<file path="config.mk">
export PLATFORM = sky130hd
export DESIGN_NAME = cache_line_write_ctrl
export DESIGN_NICKNAME = d
export VERILOG_FILES = /design/src/rtl/cache_line_write_ctrl.sv
export SDC_FILE = /design/constraint.sdc
export NUM_CORES = 1
export LEC_CHECK = 0
export ABC_AREA = 0
export CAP_MARGIN = 20
export CELL_PAD_IN_SITES_DETAIL_PLACEMENT = 2
export CELL_PAD_IN_SITES_GLOBAL_PLACEMENT = 2
export CORE_ASPECT_RATIO = 1.4
export CORE_MARGIN = 5
export CORE_UTILIZATION = 21
export DETAILED_ROUTE_END_ITERATION = 16
export PLACE_DENSITY = 0.82
export SLEW_MARGIN = 20
export SYNTH_ARGS = -nofsm -noshare
export SYNTH_HDL_FRONTEND = slang
export SYNTH_SLANG_ARGS = --single-unit
</file>
<file path="constraint.sdc">
create_clock -name i_clk -period 1.9 [get_ports i_clk]
set_input_delay 0.19 -clock i_clk [delete_from_list [all_inputs] [get_ports i_clk]]
set_output_delay 0.19 -clock i_clk [all_outputs]
set_load 0.02 [all_outputs]
</file>
<file path="src/rtl/cache_line_write_ctrl.sv">
// Write-port controller for the byte-cell cache data array: arbitrates CPU byte
// stores against an in-order byte-serial line refill and registers one write per cycle.
module cache_line_write_ctrl #(
    parameter int  LINE_BYTES = 4,
    parameter int  SETS       = 8,
    localparam int SET_W      = $clog2(SETS),
    localparam int OFF_W      = $clog2(LINE_BYTES)
) (
    input  logic                  i_clk,
    input  logic                  i_reset,
    input  logic                  i_st_req,
    input  logic [SET_W-1:0]      i_st_set,
    input  logic [OFF_W-1:0]      i_st_byte,
    input  logic [7:0]            i_st_data,
    output logic                  o_st_ack,
    input  logic                  i_fill_start,
    input  logic [SET_W-1:0]      i_fill_set,
    input  logic                  i_fill_valid,
    input  logic [7:0]            i_fill_data,
    output logic                  o_fill_ready,
    output logic                  o_fill_done,
    output logic                  o_busy,
    output logic                  o_arr_we,
    output logic [SET_W-1:0]      o_arr_set,
    output logic [LINE_BYTES-1:0] o_arr_byte_en,
    output logic [7:0]            o_arr_data
);

    typedef enum logic [1:0] {S_IDLE, S_FILL, S_DONE} state_t;

    state_t                r_state;
    state_t                w_next_state;
    logic [SET_W-1:0]      r_lock_set;
    logic [OFF_W-1:0]      r_cnt;
    logic                  r_arr_we;
    logic [SET_W-1:0]      r_arr_set;
    logic [LINE_BYTES-1:0] r_arr_byte_en;
    logic [7:0]            r_arr_data;

    logic                  w_fill_xfer;
    logic                  w_lock_hit;
    logic                  w_last_byte;
    logic                  w_st_ack;

    // A store collides with the line being refilled, or with the line about to be.
    assign w_fill_xfer = i_fill_valid && (r_state == S_FILL);
    assign w_lock_hit  = ((r_state == S_FILL) && (i_st_set == r_lock_set)) ||
                         ((r_state == S_IDLE) && i_fill_start && (i_st_set == i_fill_set));
    assign w_last_byte = (r_cnt == OFF_W'(LINE_BYTES - 1));
    assign w_st_ack    = !i_reset && i_st_req && !w_fill_xfer && !w_lock_hit;
    assign o_st_ack    = w_st_ack;

    always_ff @(posedge i_clk) begin
        if (i_reset) begin
            r_state <= S_IDLE;
        end else begin
            r_state <= w_next_state;
        end
    end

    always_comb begin
        w_next_state = r_state;
        unique case (r_state)
            S_IDLE:  if (i_fill_start) w_next_state = S_FILL;
            S_FILL:  if (w_fill_xfer && w_last_byte) w_next_state = S_DONE;
            S_DONE:  w_next_state = S_IDLE;
            default: w_next_state = S_IDLE;
        endcase
    end

    always_comb begin
        o_fill_ready = (r_state == S_FILL);
        o_fill_done  = (r_state == S_DONE);
        o_busy       = (r_state != S_IDLE);
    end

    // The counter holds at the last byte; only a new fill_start rewinds it.
    always_ff @(posedge i_clk) begin
        if (i_reset) begin
            r_lock_set <= '0;
            r_cnt      <= '0;
        end else if ((r_state == S_IDLE) && i_fill_start) begin
            r_lock_set <= i_fill_set;
            r_cnt      <= '0;
        end else if (w_fill_xfer && !w_last_byte) begin
            r_cnt <= r_cnt + OFF_W'(1);
        end
    end

    always_ff @(posedge i_clk) begin
        if (i_reset) begin
            r_arr_we      <= 1'b0;
            r_arr_set     <= '0;
            r_arr_byte_en <= '0;
            r_arr_data    <= '0;
        end else if (w_fill_xfer) begin
            r_arr_we      <= 1'b1;
            r_arr_set     <= r_lock_set;
            r_arr_byte_en <= LINE_BYTES'(1) << r_cnt;
            r_arr_data    <= i_fill_data;
        end else if (w_st_ack) begin
            r_arr_we      <= 1'b1;
            r_arr_set     <= i_st_set;
            r_arr_byte_en <= LINE_BYTES'(1) << i_st_byte;
            r_arr_data    <= i_st_data;
        end else begin
            r_arr_we      <= 1'b0;
            r_arr_byte_en <= '0;
        end
    end

    assign o_arr_we      = r_arr_we;
    assign o_arr_set     = r_arr_set;
    assign o_arr_byte_en = r_arr_byte_en;
    assign o_arr_data    = r_arr_data;

endmodule

</file>
======== Word-level counts from Yosys, hierarchy flattened ========
Cells that the tools add are included.
word-level totals
  bits in registers ....................... 23
  bits in latches ......................... 0
  memory bits (writable) .................. 0
  bits in read-only memories .............. 0
  input port bits ......................... 29
  output and inout port bits .............. 20
  logic and storage cells ................. 47
  memories ................................ 0
operators by class
  $add $sub $neg .......................... 1
  multipliers ............................. 0
  div/mod/pow operators ................... 0
  order comparisons ....................... 0
  equal/unequal tests ..................... 7
  shifts and indexed selects .............. 2
  muxes and demuxes ....................... 11
  bitwise operators ....................... 0
  reductions and logical operators ........ 19
operator list
  operator                                                           number
  8-bit 2-to-1 mux                                                   2
  1-bit logical AND                                                  9
  4-bit 2-to-1 mux                                                   2
  1-bit by 2-bit << shifter with 4-bit output, first input constant  2
  3-bit == test                                                      2
  3-bit 2-to-1 mux                                                   2
  2-bit == test, second input constant                               2
  1-bit logical NOT                                                  4
  2-bit 2-to-1 mux                                                   2
  2-bit one-hot mux with 2 select lines                              1
  2-bit nonzero test                                                 2
  2-bit by 1-bit adder with 2-bit output, second input constant      1
  2-bit by 1-bit == test with 1-bit output, second input constant    1
  2-bit logical NOT                                                  1
  1-bit 2-to-1 mux                                                   2
  2-bit by 1-bit != test with 1-bit output, second input constant    1
  2-bit != test, second input constant                               1
  2-bit AND reduction                                                1
  2-bit OR reduction                                                 1
  1-bit logical OR                                                   1

======== Depth between registers and ports, before layout ========
  depth in word-level cells ............... 8
  mapped depth ............................ 6
  mapped depth without buffers ............ 4

======== Worst setup path before layout ========
OpenSTA, ideal clock, no wires.
  path type ............................... flip-flop to output port
  start point ............................. register r_state[1]
  end point ............................... output port o_st_ack
  data arrival time ....................... 1.616 ns
  data required time ...................... 1.710 ns
  slack ................................... 0.094 ns
  cell stages (with the launch flop) ...... 6
  buffers on the path ..................... 2
  cells stage by stage .................... dfxtp_1 -> and3b_1 -> buf_6 -> or3_1 -> buf_6 -> nor3_1
on the way
  longest elaborated chain between the ends .. 6
  elaborated cells on any way between the ends .. 11
  classes of those cells .................. eq/ne (1); reduce/logical (10)
RTL lines
  element                         line  RTL
  from (decl)                     31    state_t r_state;
  from (signal assigned)          57    r_state <= w_next_state;
  2-bit logical NOT               48    ((r_state == S_IDLE) && i_fill_start && (i_st_set == i_fill_set));
  1-bit logical AND (2 in a row)  48
  1-bit logical OR                47    assign w_lock_hit = ((r_state == S_FILL) && (i_st_set == r_lock_set)) ||
  1-bit logical NOT               50    assign w_st_ack = !i_reset && i_st_req && !w_fill_xfer && !w_lock_hit;
  1-bit logical AND *             50
  to (decl)                       15    output logic o_st_ack,
Every way passes the cells marked *; elsewhere a longest branch is shown, timed or not.

======== Worst setup path in the final report ========
  start point ............................. input port i_fill_valid
  end point ............................... register r_arr_byte_en[3], in the netlist o_arr_byte_en[3]
on the way
  longest elaborated chain between the ends .. 6
RTL lines
  element                         line  RTL
  from (decl)                     18    input logic i_fill_valid,
  1-bit logical AND *             46    assign w_fill_xfer = i_fill_valid && (r_state == S_FILL);
  1-bit logical NOT               50
  1-bit logical AND (2 in a row)  50
  4-bit 2-to-1 mux                101   end else if (w_st_ack) begin
  4-bit 2-to-1 mux *              96    end else if (w_fill_xfer) begin
  to (signal assigned)            99    r_arr_byte_en <= LINE_BYTES'(1) << r_cnt;
  to (signal assigned)            104   r_arr_byte_en <= LINE_BYTES'(1) << i_st_byte;
  to (decl)                       37    logic [LINE_BYTES-1:0] r_arr_byte_en;
Marked as above.
A chain may end at the register's enable or synchronous reset.

==> results.json <==
{
  "setup_viol": 0,
  "end_kind": "register",
  "cts_sinks": 23,
  "cts_buffers": 3,
  "hold_viol_final": 0,
  "instances_no_fill": 263,
  "final_cell_mix": "clkdlybuf4s50_1 (46), dfxtp_1 (22), nor2_1 (18), buf_4 (17), nand4_1 (16)",
  "worst_clock_skew_ps": 2.79,
  "synth-edff-count": 0,
  "mappedNetlistArea_um2": 1200,
  "startpoint_type": "input port",
  "dieHeight_um": 99.5,
  "grt_antenna_before_repair": 0,
  "ios": 49,
  "cp-endpoint": "o_arr_byte_en[3]",
  "yosysSeqAreaShare": 0.383,
  "cp.required_ps": 2100,
  "reg2reg_slack_ps": 60,
  "reg2reg_depth": 5,
  "final.fill_count": 655,
  "design_area_um2": 1890,
  "cts_max_path_buffers": 2,
  "post_cts_buffers": 0,
  "crit_start": "i_fill_valid",
  "grtUsageTotal": 0.124,
  "die_area_um2": 7350,
  "max_freq_mhz": 543,
  "detail_route.first_pass.iterations": 3,
  "worst_pin_slew_ps": 272,
  "syn_nets": 171,
  "min_path_type": "reg2reg",
  "power_frac_seq": 0.455,
  "synth-seq-cells": 23,
  "avgSynthCellArea_um2": 8.70,
  "ys.flop_type": "dfxtp_1",
  "wl_um": 4340,
  "drtAntennaViolNets": 0,
  "gp_congestion": 0.769,
  "fp.dieW_um": 73.9,
  "core_area_um2": 5530,
  "cts_tree": "done",
  "ir_drop_mv": 0.266,
  "layout_commonest_cell": "clkdlybuf4s50_1",
  "viasPerCell": 4.83,
  "overflow": 0,
  "p_leak_uw": 0.000713,
  "worst_hold_slack_ps": 493,
  "powerDensity_nw_per_um2": 619,
  "holdBufCountCts": 0,
  "antennaDiodeCount": 0,
  "drcViolationCount": 0,
  "grt_pass1_vias": 1467,
  "finalMaxSlewViolations": 0,
  "drive_gt1_frac": 0.133,
  "p_switching_uw": 334,
  "status": "complete, no violations",
  "cp_max_fo": 9,
  "cts.root.buffer_cell": "clkbuf_8",
  "pwr-share-comb": 0.281,
  "clk_pin_slew_ps": 80,
  "grt_setup_unrepaired": "no",
  "drtIter0Drc": 69,
  "placedCellCount": 259,
  "max_cap_violations": 0,
  "rows": 32,
  "ys_types": 25,
  "port_buffers": 48,
  "cts_resized": 6,
  "p_total_uw": 1170,
  "final_nets": 229,
  "ys_warn_count": 0,
  "worstReg2RegStart": "r_state[1]",
  "htreeDepth": 1,
  "internal-power_uw": 833,
  "synth_cells": 138,
  "area_growth_pct": 57.1,
  "async_flop_share": 0,
  "grt_max_degree": 25,
  "r2r-end": "o_arr_byte_en[3]",
  "slew_headroom": 0.819,
  "clkLatencyLatePin_ps": 260,
  "vias": 1270,
  "cp_data_arrival_time_ps": 2040,
  "dpl_cell_area_um2": 1830,
  "grt_pass1_wl_um": 7160,
  "dp_hpwl_um": 3390,
  "start_util": 0.217,
  "finalCriticalPeriod_ps": 1840,
  "criticalPathCategory": "in2reg",
  "switching_share": 0.286,
  "p_clk_frac": 0.264,
  "fin_crit_sh": 0.970,
  "wl_per_cell_um": 16.5
}
==> state kept, by name, indices dropped and copies added (netlist names) <==
| signal | count |
|---|---|
| o_arr_data | 8 |
| o_arr_byte_en | 4 |
| o_arr_set | 3 |
| r_lock_set | 3 |
| r_cnt | 2 |
| r_state | 2 |
| o_arr_we | 1 |
==> power groups by stage <==
stage	clock network (µW)	registers [µW]	logic [µW]
final	308	532	328
after global routing	347	537	354
after CTS	319	533	333
after detailed placement	0	544	330
after global placement	0	543	323
after floorplan	0	571	121
==> synth_stat cells (2+ instances only) <==
| library cell | number | area, µm² |
|---|---|---|
| inv_1 | 3 | 11.3 |
| buf_6 | 2 | 22.5 |
| xnor2_1 | 7 | 61.3 |
| nand4_1 | 16 | 100 |
| a21oi_1 | 6 | 30.0 |
| dfxtp_1 | 23 | 460 |
| nor3_1 | 4 | 20.0 |
| clkbuf_1 | 9 | 33.8 |
| nor2b_1 | 3 | 18.8 |
| mux2i_1 | 4 | 40.0 |
| o31ai_1 | 11 | 82.6 |
| ha_1 | 4 | 50.1 |
| a311oi_1 | 11 | 96.3 |
| nor2_1 | 18 | 67.6 |
| nand2_1 | 6 | 22.5 |
| and4_1 | 2 | 17.5 |
==> cell families (layout without fill, tap and decap cells) <==
| logic type | Yosys count | in the layout | share of synthesized area |
|---|---|---|---|
| mux | 4 | 4 | 0.0333 |
| fa+ha+maj | 4 | 4 | 0.0417 |
| buf+inv | 15 | 72 | 0.0604 |
| xor+xnor | 7 | 7 | 0.0510 |
| compound gates | 28 | 28 | 0.174 |
| flops | 23 | 23 | 0.383 |
| simple gates | 57 | 57 | 0.256 |
==> through the flow <==
step | worst slack [ps] | TNS, ps | utilization
3_5_place_dp | -400 | -638 | 0.332
5_1_grt | 8.46 | 0 | 0.341
2_1_floorplan | 94.2 | 0 | -
6_report | 57.1 | 0 | 0.341
4_1_cts | 12.6 | 0 | 0.341
3_3_place_gp | -377 | -606 | 0.332
==> final cells by class <==
cell class	count	area (µm²)	share of cell area
clock buffer	4	45.0	0.0239
multi-input combinational	100	678	0.359
sequential	23	462	0.245
tap	68	85.1	0.0451
timing repair buffer	65	606	0.321
inverter	3	11.3	0.00597
==> worst min-delay path by stage <==
stage | start | to | slack [ps] | depth (start not counted)
CTS | o_arr_data[7] | o_arr_data[7] | 500 | 2
floorplan | i_fill_set[0] | r_lock_set[0] | 340 | 2
detailed placement | o_arr_data[7] | o_arr_data[7] | 490 | 2
finish | o_arr_data[7] | o_arr_data[7] | 490 | 2
global route | i_fill_data[4] | o_arr_data[4] | 530 | 3
global placement | o_arr_data[3] | o_arr_data[3] | 470 | 2
==> worst max-delay path, stage by stage <==
cell and delay [ps]:
clkdlybuf4s50_1 410, and3b_1 200, or3_4 350, buf_4 180, or4_1 550, a21oi_1 160
==> per-layer routing <==
metal / wire length, µm / GRT usage / vias up
li1: - / - / 631
met1: 1690 / 0.135 / 613
met2: 2440 / 0.240 / 24
met3: 164 / 0.0152 / 2
met4: 54 / 0.0377 / 0
met5: 0 / 0 / -
(Power assumes the default switching activity.)
